## config.mk

```make
export PLATFORM = sky130hd
export DESIGN_NAME = mhd_pattern_gen
export DESIGN_NICKNAME = d
export VERILOG_FILES = /design/src/rtl/mhd_pkg.sv /design/src/rtl/mhd_next_comb.sv /design/src/rtl/mhd_pattern_gen.sv
export SDC_FILE = /design/constraint.sdc
export NUM_CORES = 1
export LEC_CHECK = 0
export BUFFER_PORTS_ARGS = -buffer_cell sky130_fd_sc_hd__buf_2
export CORE_MARGIN = 2
export CORE_UTILIZATION = 40
export CTS_BUF_LIST = sky130_fd_sc_hd__clkbuf_8
export DETAILED_ROUTE_END_ITERATION = 8
export SLEW_MARGIN = 25
export SYNTH_ARGS = -nofsm -noshare
export SYNTH_HDL_FRONTEND = slang
export SYNTH_HIERARCHICAL = 1
export SYNTH_SLANG_ARGS = --single-unit
```

## constraint.sdc

```tcl
create_clock -name clk -period 6.01 [get_ports clk]
set_input_delay 0.9015 -clock clk [delete_from_list [all_inputs] [get_ports clk]]
set_output_delay 0.9015 -clock clk [all_outputs]
set_load 0.01 [all_outputs]
```

## src/rtl/mhd_pkg.sv

```systemverilog
// Shared types and elaboration helpers for the Hamming-distance pattern generator.
package mhd_pkg;

  localparam int unsigned DefWidth = 9;
  localparam int unsigned DefMhd   = 2;

  typedef enum logic [1:0] {
    StIdle,
    StRun,
    StFlush
  } state_e;

  // Wide enough to hold WIDTH+1, so an out-of-range hd is still representable.
  function automatic int unsigned hd_width(input int unsigned width);
    return $clog2(width + 2);
  endfunction

  function automatic int unsigned binom(input int unsigned n, input int unsigned k);
    int unsigned r;
    r = 1;
    if (k > n) return 0;
    for (int unsigned i = 0; i < k; i++) begin
      r = r * (n - i) / (i + 1);
    end
    return r;
  endfunction

endpackage

```

## src/rtl/mhd_next_comb.sv

```systemverilog
// Single-cycle next-combination step: next larger WIDTH-bit value with the same popcount,
// plus a flag marking the final (highest) mask for the given hd.
module mhd_next_comb
  import mhd_pkg::*;
#(
  parameter int unsigned WIDTH = DefWidth,
  parameter int unsigned HD_W  = hd_width(WIDTH)
) (
  input  logic [WIDTH-1:0] mask,
  input  logic [HD_W-1:0]  hd,
  output logic [WIDTH-1:0] next,
  output logic             is_last
);

  logic [WIDTH:0]   m;
  logic [WIDTH:0]   low;
  logic [WIDTH:0]   ripple;
  logic [WIDTH:0]   diff;
  logic [WIDTH-1:0] ones;
  logic [HD_W-1:0]  tz;
  logic [HD_W-1:0]  sh;
  logic [WIDTH:0]   lo_m;
  logic [WIDTH:0]   hi_m;

  always_comb begin
    m      = {1'b0, mask};
    low    = m & (~m + (WIDTH+1)'(1));
    ripple = m + low;
    diff   = m ^ ripple;
    // low is one-hot (or zero), so this is a plain trailing-zero encode
    tz = '0;
    for (int i = 0; i <= WIDTH; i++) begin
      if (low[i]) tz = HD_W'(i);
    end
    ones = WIDTH'(diff >> (32'(tz) + 2));
    next = ripple[WIDTH-1:0] | ones;

    sh      = HD_W'(WIDTH) - hd;
    lo_m    = ((WIDTH+1)'(1) << hd) - (WIDTH+1)'(1);
    hi_m    = lo_m << sh;
    is_last = (m == hi_m);
  end

endmodule

```

## src/rtl/mhd_pattern_gen.sv

```systemverilog
// Streams every (base, base ^ mask) pair with popcount(mask) == hd over valid/ready.
// Optional handshake counter with binomial self-check: define MHD_GEN_COUNT_EN.
module mhd_pattern_gen
  import mhd_pkg::*;
#(
  parameter int unsigned WIDTH = DefWidth,
  parameter int unsigned MHD   = DefMhd,
  parameter int unsigned HD_W  = hd_width(WIDTH)
) (
  input  logic             clk,
  input  logic             rst_n,
  input  logic             start,
  input  logic [WIDTH-1:0] base,
  input  logic [HD_W-1:0]  hd,
  output logic             out_valid,
  input  logic             out_ready,
  output logic [WIDTH-1:0] out_a,
  output logic [WIDTH-1:0] out_b,
  output logic             out_last,
  output logic             over_mhd,
  output logic             busy,
  output logic             done,
`ifdef MHD_GEN_COUNT_EN
  output logic [WIDTH-1:0] pat_cnt,
`endif
  output logic             err
);

  state_e           state_q;
  logic [WIDTH-1:0] mask_q;
  logic [HD_W-1:0]  hd_q;
  logic [WIDTH-1:0] mask_next;
  logic             mask_last;
  logic [WIDTH-1:0] load_mask;

  mhd_next_comb #(
    .WIDTH(WIDTH),
    .HD_W (HD_W)
  ) u_next_comb (
    .mask   (mask_q),
    .hd     (hd_q),
    .next   (mask_next),
    .is_last(mask_last)
  );

  assign load_mask = WIDTH'(((WIDTH+1)'(1) << hd) - (WIDTH+1)'(1));
  assign out_b     = out_a ^ mask_q;
  assign out_last  = out_valid & mask_last;
  assign busy      = (state_q != StIdle);

`ifdef MHD_GEN_COUNT_EN
  logic [WIDTH-1:0] binom_rom [WIDTH+1];
  for (genvar k = 0; k <= WIDTH; k++) begin : g_rom
    assign binom_rom[k] = WIDTH'(binom(WIDTH, k));
  end
`endif

  always_ff @(posedge clk) begin
    if (!rst_n) begin
      state_q   <= StIdle;
      mask_q    <= '0;
      hd_q      <= '0;
      out_a     <= '0;
      out_valid <= 1'b0;
      over_mhd  <= 1'b0;
      done      <= 1'b0;
      err       <= 1'b0;
`ifdef MHD_GEN_COUNT_EN
      pat_cnt   <= '0;
`endif
    end else begin
      done <= 1'b0;
      unique case (state_q)
        StIdle: begin
          if (start) begin
            out_a    <= base;
            hd_q     <= hd;
            err      <= 1'b0;
            over_mhd <= (hd > HD_W'(MHD));
`ifdef MHD_GEN_COUNT_EN
            pat_cnt  <= '0;
`endif
            if (hd > HD_W'(WIDTH)) begin
              err  <= 1'b1;
              done <= 1'b1;
            end else begin
              mask_q    <= load_mask;
              out_valid <= 1'b1;
              state_q   <= StRun;
            end
          end
        end
        StRun: begin
          if (out_ready) begin
`ifdef MHD_GEN_COUNT_EN
            pat_cnt <= pat_cnt + WIDTH'(1);
            if (mask_last && (pat_cnt + WIDTH'(1) != binom_rom[hd_q])) err <= 1'b1;
`endif
            if (mask_last) begin
              out_valid <= 1'b0;
              state_q   <= StFlush;
            end else begin
              mask_q <= mask_next;
            end
          end
        end
        StFlush: begin
          done    <= 1'b1;
          state_q <= StIdle;
        end
        default: state_q <= StIdle;
      endcase
    end
  end

endmodule
```

* Word-level counts from Yosys, hierarchy flattened
Cells that the tools add are included.
** Word-level totals
- Logic and storage cells :: 68
- Flip-flop bits (word level) :: 28
** Cells by class
- Multiplexer cells :: 27
- Equality and inequality tests :: 8
- Shift-type cells :: 4
- Magnitude comparators :: 2
- Reductions and logical operators :: 7
- Add/subtract/negate cells :: 6
- Bitwise operators :: 6
** Operators with widths (number)
- $mux W9 :: 4
- $shr A10 B32 Y9 :: 1
- $pmux W9 S2 :: 1
- $mux W2 :: 6
- $mux W3 :: 4
- $add A10 B1 Y10 const B :: 1
- $add A9 B10 Y10 :: 1
- $and A9 B10 Y10 :: 1
- $eq A9 B10 Y1 :: 1
- $ne A2 B2 Y1 const B :: 5
- $not A9 Y10 :: 1
- $reduce_and A5 Y1 :: 2
- $shl A1 B4 Y10 const A :: 1
- $shl A10 B4 Y10 :: 1
- $sub A10 B2 Y10 const B :: 1
- $xor A9 B10 Y10 :: 1
- $or A9 B9 Y9 :: 1
- $shl A1 B4 Y9 const A :: 1
- $sub A9 B2 Y9 const B :: 1
- $xor A9 B9 Y9 :: 1
- $mux W4 :: 2
- $mux W1 :: 7
- $add A4 B2 Y5 const B :: 1
- $gt A4 B2 Y1 const B :: 1
- 11 further kinds :: 13

* Depth between registers and ports, before layout
- Depth in word-level cells :: 18
- Mapped depth :: 16
- Depth with buffers taken out :: 14

* Cells and area by module
The synthesis kept the hierarchy.
** By module, submodules not included
- mhd_pattern_gen :: area an instance 1392.6 µm², seq. area each 560.5 µm², cells an instance 165, times used 1
- mhd_next_comb :: area an instance 1252.5 µm², seq. area each 0.0 µm², cells an instance 208, times used 1

* Worst setup path after synthesis
Ideal clock, no wire load.
- Kind :: register to output
- Start point :: register hd_q[3]
- End point :: output port out_last
- Buffers on the path :: 1
- Cell stages (with the launch flop) :: 13
- Path slack :: 2583 ps
- Data required time :: 5108 ps
- Data arrival time :: 2526 ps
- Cells stage by stage :: dfxtp_1 buf_2 nor3_1 nand2b_1 ha_1 or2_2 a31oi_1 o2111ai_1 a32oi_1 o21ai_0 a21oi_1 and3_1 and2_1
** On the way
- Longest elaborated chain between the ends :: 5
** Ends and longest elaborated chain
- start: declaration :: RTL line mhd_pattern_gen.sv:31 : logic [HD_W-1:0] hd_q;
- start signal: assignment :: RTL line mhd_pattern_gen.sv:62 : hd_q <= '0;
- start signal: assignment :: RTL line mhd_pattern_gen.sv:77 : hd_q <= hd;
- $shl A1 B4 Y10 :: RTL line mhd_next_comb.sv:39 : lo_m = ((WIDTH+1)'(1) << hd) - (WIDTH+1)'(1);
- $sub A10 B2 Y10 :: RTL line mhd_next_comb.sv:39
- $shl A10 B4 Y10 (*) :: RTL line mhd_next_comb.sv:40 : hi_m = lo_m << sh;
- $eq A9 B10 Y1 (*) :: RTL line mhd_next_comb.sv:41 : is_last = (m == hi_m);
- net mask_last :: RTL line mhd_pattern_gen.sv:33 : logic mask_last;
- $and A1 B1 Y1 (*) :: RTL line mhd_pattern_gen.sv:48 : assign out_last = out_valid & mask_last;
- end: declaration :: RTL line mhd_pattern_gen.sv:19 : output logic out_last,
The timed path passes the listed nets; every way through them passes the cells marked *.

* Final worst setup path
- Start point :: register hd_q[1]
- End point :: output port out_last
The elaborated chain is that of the path after synthesis.

==> results.sh <==
export IMPL_worst_r2r_end="mask_q[5]"
export IMPL_static_leakage_power_nw=1.12
export IMPL_fillers=661
export IMPL_post_route_cells_drive_above_1_share=0.186
export IMPL_groute_usage_overall=0.188
export IMPL_grt_pass1_vias=2258
export IMPL_timing_setup_tns_ps=0
export IMPL_die_area_sq_um=7280
export IMPL_critical_path_max_stage_delay_ps=450
export IMPL_cts_buffers=3
export IMPL_p_switching_mw=0.341
export IMPL_cts_tree="yes"
export IMPL_fin_util=0.447
export IMPL_grt_start_max_net_pins=27
export IMPL_holdPathStages=2
export IMPL_worst_vdd_rail_ir_drop_uv=158
export IMPL_ys_ff_latch=28
export IMPL_ant_nets=0
export IMPL_rsz_0062_raised_after_global_routing="false"
export IMPL_min_to="out_a[6]"
export IMPL_fp_dieH_um=85.3
export IMPL_worstPathCellList="nor3_1 -> nand2b_1 -> ha_1 -> or2_2 -> a31oi_1 -> o2111ai_1 -> a32oi_1 -> o21ai_0 -> a21oi_1 -> and3_1 -> and2_1 -> buf_2"
export IMPL_hold_path_class="reg2reg"
export IMPL_number_of_h_tree_branching_levels=1
export IMPL_final_hold_viol_count=0
export IMPL_detail_route_drc_violations=0
export IMPL_tightestPinTransition_ps=840
export IMPL_yosys_warnings=6
export IMPL_cp_slowest_cell="sky130_fd_sc_hd__dfxtp_1"
export IMPL_avgRoutedWirePerCell_um=15.3
export IMPL_post_synthesis_net_count=393
export IMPL_cell_internal_pwr_mw=0.425
export IMPL_area_growth_syn_to_layout_pct=7.80
export IMPL_core_area_sq_um=6390
export IMPL_clock_power_share=0.151
export IMPL_worst_hold_startpoint="out_a[6]"
export IMPL_number_of_placement_rows=29
export IMPL_skew_ps=8.51
export IMPL_routed_via_density=5.92
export IMPL_finalNetCount=409
export IMPL_insertedDiodeCount=0
export IMPL_startpoint_type="register"
export IMPL_multi_input_area_sq_um=1890
export IMPL_syn_avg_cell_area_sq_um=7.09
export IMPL_regArea_sq_um=561
export IMPL_regToRegStartpoint="hd_q[1]"
export IMPL_num_vias=2755
export IMPL_async_reset_ff_frac=0
export IMPL_syn_cell_area_sq_um=2650
export IMPL_worstSkewPairLatency_ps=270
export IMPL_max_cap_violations=0
export IMPL_drt_iter0_markers=218
export IMPL_routed_wl_um=7100
export IMPL_period_needed_ps=4250
export IMPL_r2r_slack_ps=1950
export IMPL_cts_root_buf="sky130_fd_sc_hd__clkbuf_8"
export IMPL_setup_viol_count_final=0
export IMPL_initial_utilization=0.414
export IMPL_grt_antenna_before_repair=0
export IMPL_dr_pass1_iters=5
export IMPL_synth_enable_flop_cells=0
export IMPL_r2r_cells=14
export IMPL_synth_main_ff_cell="sky130_fd_sc_hd__dfxtp_1"
export IMPL_clk_transition_reported_paths_ps=90
export IMPL_numClockSinks=28
export IMPL_grt_overflow=0
export IMPL_synth_cell_types=70
export IMPL_cts_root_to_sink_buffers=2
export IMPL_cts_hold_buffers_added=0
export IMPL_routabilityCongestion=0.880
export IMPL_final_max_slew_violation_count=0
export IMPL_buffer_ports_inserted=40
export IMPL_critical_path_peak_fanout=15
export IMPL_timing_max_slew_rel_slack=0.439
export IMPL_p_seq_frac=0.348
export IMPL_hpwlAfterDp_um=5090
export IMPL_power_density_cell_area_nw_per_um2=269
export IMPL_cts_resized=0
export IMPL_critical_path_class="reg2out"
export IMPL_seq_total_area_yosys=0.212
export IMPL_period_share=0.707
export IMPL_wp_data_required_ps=5110
export IMPL_switching_share=0.446
export IMPL_die_span_in_x_um=85.3
export IMPL_ioPinCount=41
export IMPL_share_comb_of_total_power=0.502
export IMPL_timing_fmax_ghz=0.235
export IMPL_cts_setup_buffers=0
export IMPL_outcome="finished clean"
export IMPL_critical_path_endpoint_type="output pin"
export IMPL_grt_pass1_wl_um=11300
export IMPL_syn_instance_count=373
export IMPL_critical_path_arrival_ps=3350
-- routing by layer --
| metal | global-route usage | part of all wire | vias up |
|---|---|---|---|
| li1 | - | - | 1379 |
| met1 | 0.273 | 0.47 | 1247 |
| met2 | 0.307 | 0.46 | 121 |
| met3 | 0.0136 | 0.063 | 8 |
| met4 | 0.0375 | 0.010 | 0 |
| met5 | 0 | 0 | - |
-- per-stage QoR --
| stage | worst slack (ps) | hold WS [ps] | power [mW] | cell area (sq um) | std cells |
|---|---|---|---|---|---|
| floorplan | 2580 | 433 | 0.559 | 2650 | 373 |
| global placement | 2030 | 469 | 0.647 | 2800 | 461 |
| detailed placement | 1980 | 474 | 0.646 | 2800 | 461 |
| CTS | 1800 | 486 | 0.764 | 2850 | 465 |
| global route | 1410 | 509 | 0.822 | 2850 | 465 |
| finish | 1760 | 482 | 0.766 | 2850 | 465 |
-- power groups by stage --
stage	clock network (mW)	registers (mW)	logic [mW]
after detailed placement	0	0.269	0.376
after floorplan	0	0.230	0.329
after CTS	0.121	0.265	0.378
final	0.115	0.266	0.384
after global routing	0.129	0.271	0.422
after global placement	0	0.270	0.377
-- synth_stat cells (4+ instances only) --
library cell	number	share of area
sky130_fd_sc_hd__o211ai_1	5	0.014
sky130_fd_sc_hd__nand2_1	57	0.081
sky130_fd_sc_hd__nand3b_1	5	0.014
sky130_fd_sc_hd__nor3_1	7	0.013
sky130_fd_sc_hd__o221ai_1	4	0.013
sky130_fd_sc_hd__mux2_2	4	0.017
sky130_fd_sc_hd__o21ai_0	18	0.034
sky130_fd_sc_hd__clkbuf_1	14	0.020
sky130_fd_sc_hd__buf_2	11	0.021
sky130_fd_sc_hd__nand3_1	7	0.013
sky130_fd_sc_hd__dfxtp_1	28	0.21
sky130_fd_sc_hd__o21ai_1	4	0.0076
sky130_fd_sc_hd__a21oi_1	40	0.076
sky130_fd_sc_hd__mux2i_1	7	0.026
sky130_fd_sc_hd__a31oi_1	5	0.012
sky130_fd_sc_hd__nor2_1	34	0.048
sky130_fd_sc_hd__and3_1	4	0.0095
sky130_fd_sc_hd__inv_1	12	0.017
sky130_fd_sc_hd__xor2_1	11	0.036
sky130_fd_sc_hd__xnor2_1	6	0.020
sky130_fd_sc_hd__nand2b_1	9	0.021
sky130_fd_sc_hd__o22ai_1	6	0.014
-- area by class of cell --
class                   instances  share of cell area
multi-input cells             302               0.662
flip-flops and latches         28               0.197
repair buffers                 40              0.0702
well taps                      77              0.0338
clock buffers                   4              0.0193
inverters                      14              0.0184
-- state kept, by name, indices dropped and copies added, names as in the netlist --
| register | cells |
|---|---|
| mask_q | 9 |
| out_a | 9 |
| hd_q | 4 |
| state_q | 2 |
| done | 1 |
| err | 1 |
| out_valid | 1 |
| over_mhd | 1 |
-- worst max path at each step --
stage                     end  slack (ps)    start
CTS                  out_last        1800  hd_q[1]
floorplan            out_last        2580  hd_q[3]
finish               out_last        1760  hd_q[1]
global placement    mask_q[5]        2030  hd_q[1]
global route         out_last        1410  hd_q[1]
detailed placement  mask_q[5]        1980  hd_q[1]
-- cells by family (layout without fill, tap and decap cells) --
family                     Yosys count  in the layout  synth area share
and+or+nand+nor                    147            147             0.269
muxes                               11             11            0.0435
DFF                                 28             28             0.212
adders and majority gates            3              3            0.0142
xor gates and xnor gates            17             17            0.0563
AOI/OAI and AO/OA                  124            124             0.331
buffers and inverters               43             58            0.0747
-- worst max-delay path, delay by kind of cell, from the launching register on --
family / cells / cell delay, ps
buf+inv: 1 / 130
simple gates: 5 / 1190
flops: 1 / 450
compound gates: 5 / 990
fa+ha+maj: 1 / 340
-- placed cells by master, fill, tap and decap left out, types with 3 or more instances in the layout --
cell,Yosys,final
sky130_fd_sc_hd__nor2b_1,3,3
sky130_fd_sc_hd__a21oi_1,40,40
sky130_fd_sc_hd__a32oi_1,3,3
sky130_fd_sc_hd__inv_1,12,12
sky130_fd_sc_hd__nand3b_1,5,5
sky130_fd_sc_hd__xnor2_1,6,6
sky130_fd_sc_hd__nand3_1,7,7
sky130_fd_sc_hd__o22ai_1,6,6
sky130_fd_sc_hd__nor2_1,34,34
sky130_fd_sc_hd__and3_1,4,4
sky130_fd_sc_hd__buf_2,11,40
sky130_fd_sc_hd__o21ai_1,4,4
sky130_fd_sc_hd__a21oi_2,3,3
sky130_fd_sc_hd__clkbuf_8,0,4
sky130_fd_sc_hd__a311oi_1,3,3
sky130_fd_sc_hd__o211ai_2,3,3
sky130_fd_sc_hd__o211ai_1,5,5
sky130_fd_sc_hd__a31oi_1,5,5
sky130_fd_sc_hd__nand2b_1,9,9
sky130_fd_sc_hd__nand2_1,57,57
sky130_fd_sc_hd__mux2i_1,7,7
sky130_fd_sc_hd__xor2_1,11,11
sky130_fd_sc_hd__o221ai_1,4,4
sky130_fd_sc_hd__dfxtp_1,28,28
sky130_fd_sc_hd__and2_1,3,3
sky130_fd_sc_hd__mux2_2,4,4
sky130_fd_sc_hd__a22oi_1,3,3
sky130_fd_sc_hd__o21ai_0,18,18
sky130_fd_sc_hd__ha_1,3,3
sky130_fd_sc_hd__nor3_1,7,7
No activity file was read; power rests on OpenSTA's default activity.
